`src/rtl/cla_adder_16b.sv`:
```
// Registered 16-bit adder built from a two-level carry-lookahead tree:
// bit-level g/p, four 4-bit groups, a second-level unit for group carries, one output register.
module cla_adder_16b (
    input  logic        clk,
    input  logic        rst_n,
    input  logic [15:0] in0,
    input  logic [15:0] in1,
    input  logic        in2,
    output logic [16:0] out0
);

    logic [15:0] g;
    logic [15:0] p;
    logic [15:0] c_bit;
    logic [15:0] sum;
    logic [3:0]  grp_g;
    logic [3:0]  grp_p;
    logic [4:0]  grp_c;
    logic [16:0] out0_d;
    logic [16:0] out0_q;

    genvar gi;
    generate
        for (gi = 0; gi < 4; gi++) begin : g_group
            localparam int B = 4 * gi;

            assign g[B+3:B] = in0[B+3:B] & in1[B+3:B];
            assign p[B+3:B] = in0[B+3:B] ^ in1[B+3:B];

            assign grp_g[gi] = g[B+3]
                             | (p[B+3] & g[B+2])
                             | (p[B+3] & p[B+2] & g[B+1])
                             | (p[B+3] & p[B+2] & p[B+1] & g[B]);
            assign grp_p[gi] = p[B+3] & p[B+2] & p[B+1] & p[B];

            // Every bit carry comes straight from the group's incoming carry, not from its neighbour.
            assign c_bit[B]   = grp_c[gi];
            assign c_bit[B+1] = g[B] | (p[B] & grp_c[gi]);
            assign c_bit[B+2] = g[B+1]
                              | (p[B+1] & g[B])
                              | (p[B+1] & p[B] & grp_c[gi]);
            assign c_bit[B+3] = g[B+2]
                              | (p[B+2] & g[B+1])
                              | (p[B+2] & p[B+1] & g[B])
                              | (p[B+2] & p[B+1] & p[B] & grp_c[gi]);

            assign sum[B+3:B] = p[B+3:B] ^ c_bit[B+3:B];
        end
    endgenerate

    // Second-level unit: each group carry is a flat sum of products of G/P and the carry-in.
    assign grp_c[0] = in2;
    assign grp_c[1] = grp_g[0]
                    | (grp_p[0] & in2);
    assign grp_c[2] = grp_g[1]
                    | (grp_p[1] & grp_g[0])
                    | (grp_p[1] & grp_p[0] & in2);
    assign grp_c[3] = grp_g[2]
                    | (grp_p[2] & grp_g[1])
                    | (grp_p[2] & grp_p[1] & grp_g[0])
                    | (grp_p[2] & grp_p[1] & grp_p[0] & in2);
    assign grp_c[4] = grp_g[3]
                    | (grp_p[3] & grp_g[2])
                    | (grp_p[3] & grp_p[2] & grp_g[1])
                    | (grp_p[3] & grp_p[2] & grp_p[1] & grp_g[0])
                    | (grp_p[3] & grp_p[2] & grp_p[1] & grp_p[0] & in2);

    always_comb begin
        out0_d = {grp_c[4], sum};
    end

    always_ff @(posedge clk or negedge rst_n) begin
        if (!rst_n) begin
            out0_q <= 17'h00000;
        end else begin
            out0_q <= out0_d;
        end
    end

    assign out0 = out0_q;

endmodule

```
`config.mk`:
```
export PLATFORM = sky130hd
export DESIGN_NAME = cla_adder_16b
export DESIGN_NICKNAME = d
export VERILOG_FILES = /design/src/rtl/cla_adder_16b.sv
export SDC_FILE = /design/constraint.sdc
export NUM_CORES = 1
export LEC_CHECK = 0
export CORE_ASPECT_RATIO = 1.75
export CORE_MARGIN = 1
export CORE_UTILIZATION = 40
export DETAILED_ROUTE_END_ITERATION = 8
export GPL_TIMING_DRIVEN = 0
export PLACE_DENSITY = 0.79
export SLEW_MARGIN = 20
export SYNTH_ARGS = -nofsm -noshare
export SYNTH_HDL_FRONTEND = slang
export SYNTH_SLANG_ARGS = --single-unit
```
`constraint.sdc`:
```
create_clock -name clk -period 0.8 [get_ports clk]
set_input_delay 0.12 -clock clk [delete_from_list [all_inputs] [get_ports clk]]
set_output_delay 0.12 -clock clk [all_outputs]
set_load 0.01 [all_outputs]
```
==> results.yml <==
setup_path:
  crit_type: "in2reg"
  worst_path_max_delay_cell: "fa_2"
  cp_top_family: "compound AO/OA/AOI/OAI gates"
  cp_data_arrival_time_ps: 2210
  end_kind: "flop"
  cp_cell_sequence: "buf_6 -> ha_4 -> a21oi_2 -> nor2b_1 -> a311o_1 -> a221o_1 -> a21o_1 -> a21o_1 -> fa_2 -> xor2_1"
  worstPathRequired_ps: 940
  crit_path_frequent_cell: "a21o_1"
  crit_fanout: 2
  path_buf_inv: 1
  startpoint_type: "input pin"
  slowest_delay_ps: 350
place:
  placed_cell_area_mm2: 0.001704
  place_congestion: 0.7473
  dp_hpwl_mm: 2.062
  placedCellCount: 176
  port_buffers: 51
power:
  p_switching_uw: 947.5
  p_comb_share_pct: 42.9
  p_sw_share_pct: 31.50
  total_power_uw: 3008
  intPower_uw: 2061
  seqPwrFrac_pct: 35.6
  leakage_uw: 0.0008833
  power.density_mw_per_mm2: 1594
  peakVddDrop_v: 0.0009838
  clkPwrFrac_pct: 21.4
final_layout:
  area_growth_pct: 72.74
  largest_reg_flops: 17
  final-seq-area_um2: 425.4
  multiInputGateArea_um2: 809.5
  fin_util_pct: 73.92
  layout_commonest_cell: "buf_2"
  diodes: 0
  final_cell_mix: "buf_2, dfrtp_1, clkdlybuf4s50_1"
  instances_no_fill: 197
  n_fill_cell: 161
  drive_gt1_share_pct: 40.35
  final_area_mm2: 0.001887
  final_nets: 227
clocking:
  cts_sinks: 17
  root_buffer: "clkbuf_8"
  numCtsBuffers: 3
  clk_path_buf_depth: 2
  htree_levels: 1
  cts_tree: "built"
  cts.clk_slew.worst_paths_ps: 70
  cts-hold-fix-buffers: 0
floorplan:
  dieHeight_um: 71.13
  coreArea_mm2: 0.002552
  placementRows: 24
  initial_utilization_pct: 42.79
  dieArea_mm2: 0.002952
  io_pins: 52
  die_w_um: 41.50
status:
  status: "complete, but fails checks"
  violations: "negative setup slack"
synth:
  synthXorXnorAreaFrac_pct: 7.216
  postSynthCellCount: 99
  postSynthAreaPerCell_um2: 11.03
  synth_top_family_by_area: "adder cells"
  synth_largest_area_cell: "dfrtp_1"
  synthMuxAreaShare_pct: 0
  synthesis.area_mm2: 0.001092
  ys_ff_latch: 17
  synth-adder-area-share_pct: 25.66
  synth_area_leaders: "dfrtp_1, ha_1, fa_1"
  synth_compound_area_share_pct: 16.04
  synth_top_area_share_pct: 38.95
  synth_fp_nets: 154
  synth.distinct_cells: 27
  ys_warn_count: 0
  seq_area_frac_synth_pct: 38.95
  synth-simple-area-share_pct: 10.08
grt:
  grt_max_degree: 18
  grt.overflow.total: 0
  grt_pass1_vias: 1090
  grt_pass1_wl_mm: 4.588
  grt_usage_pct: 20.03
  antenna_found_initial: 0
detailed_routing:
  first_iter_violations: 19
  wl_mm: 3.221
  drtAntennaViolNets: 0
  dr_total_vias: 1055
  routedWlPerCell_um: 16.35
  first_pass_iters: 6
  post-route-drc-count: 0
  via_per_inst: 5.355
min_path:
  min-delay-path-class: "in2async"
sta:
  grt_setup_unrepaired: "true"
  fin_hold_ws_ps: 57.81
  relSlewSlack_pct: 47.54
  final.period_utilization_pct: 259.6
  worstMarginPinSlew_ps: 786.9
  fmax_mhz: 481.5
  min_period_ps: 2077
  finalHoldViolations: 0
  slew_viol_final: 0
  setup_ws_ps: -1277
  finalSetupViolCount: 32
run:
  cap_violations: 0
-- metrics by stage --
step	setup slack, ps	setup TNS (ps)
4_1_cts	-1312	-13490
5_1_grt	-1348	-14770
6_report	-1277	-13770
3_3_place_gp	-2157	-31600
3_5_place_dp	-2215	-33090
2_1_floorplan	-1490	-12970
-- final timing paths --
| path | startpoint | end | slack (ps) | depth (start not counted) |
|---|---|---|---|---|
| min in group clk | in1[7] | out0[7]$_DFF_PN0_ | 260 | 3 |
| setup / recovery | in0[2] | out0[13]$_DFF_PN0_ | -1280 | 10 |
| hold / removal | rst_n | out0[16]$_DFF_PN0_ | 60 | 1 |
| max in group asynchronous | rst_n | out0[11]$_DFF_PN0_ | 250 | 1 |
-- power by group through the flow --
stage	Sequential [µW]	Combinational [µW]	Clock, µW
5_1_grt	1090	1380	677
3_5_place_dp	1100	1210	0
6_report	1070	1290	644
4_1_cts	1070	1190	645
2_1_floorplan	1190	447	0
3_3_place_gp	1090	1180	0
-- synthesized netlist by cell type --
library cell and n:
a311o_1 1, a21o_1 2, inv_1 6, a221o_1 1
dfrtp_1 17, a41oi_1 1, o21a_1 3, nand3b_1 2
nor3_1 2, xor2_1 4, a2111oi_0 1, and4_1 1
a21boi_0 1, a211o_1 1, o21bai_1 2, xnor2_1 5
nand2_1 3, nand3_1 2, nor2_1 8, a221oi_1 1
and3_1 1, nor2b_1 3, a21oi_1 6, ha_1 16
fa_1 4, o21ai_0 3, a211oi_1 2
-- final cells by class --
type                    count  share of cell area (%)
multi-input cells          76                   42.90
repair buffers             68                   28.85
inverters                   6                   1.592
well taps                  26                   1.724
flip-flops and latches     17                   22.55
clock buffers               4                   2.387
-- routing by layer --
layer	wire length, µm	global-route usage [%]	vias up
met1	1037	19.50	491
met3	165	2.551	9
met4	61	7.885	0
met2	1955	40.28	51
li1	-	-	504
met5	0	0	-
-- repair_timing --
action                     CTS  global route
gates resized for setup    120            19
pin swaps                   21            15
cloned                       0             0
setup endpoints to repair   51            32
hold endpoints to repair     0             0
buffers inserted            13             5
-- cells by family after synthesis --
kind of cell / after synthesis
flip-flops: 17
XOR/XNOR: 9
adder cells (fa/ha/maj): 20
buffers and inverters: 6
AND/OR/NAND/NOR: 22
AO/OA/AOI/OAI: 25
Note: power is estimated with default switching activity, not from simulation.
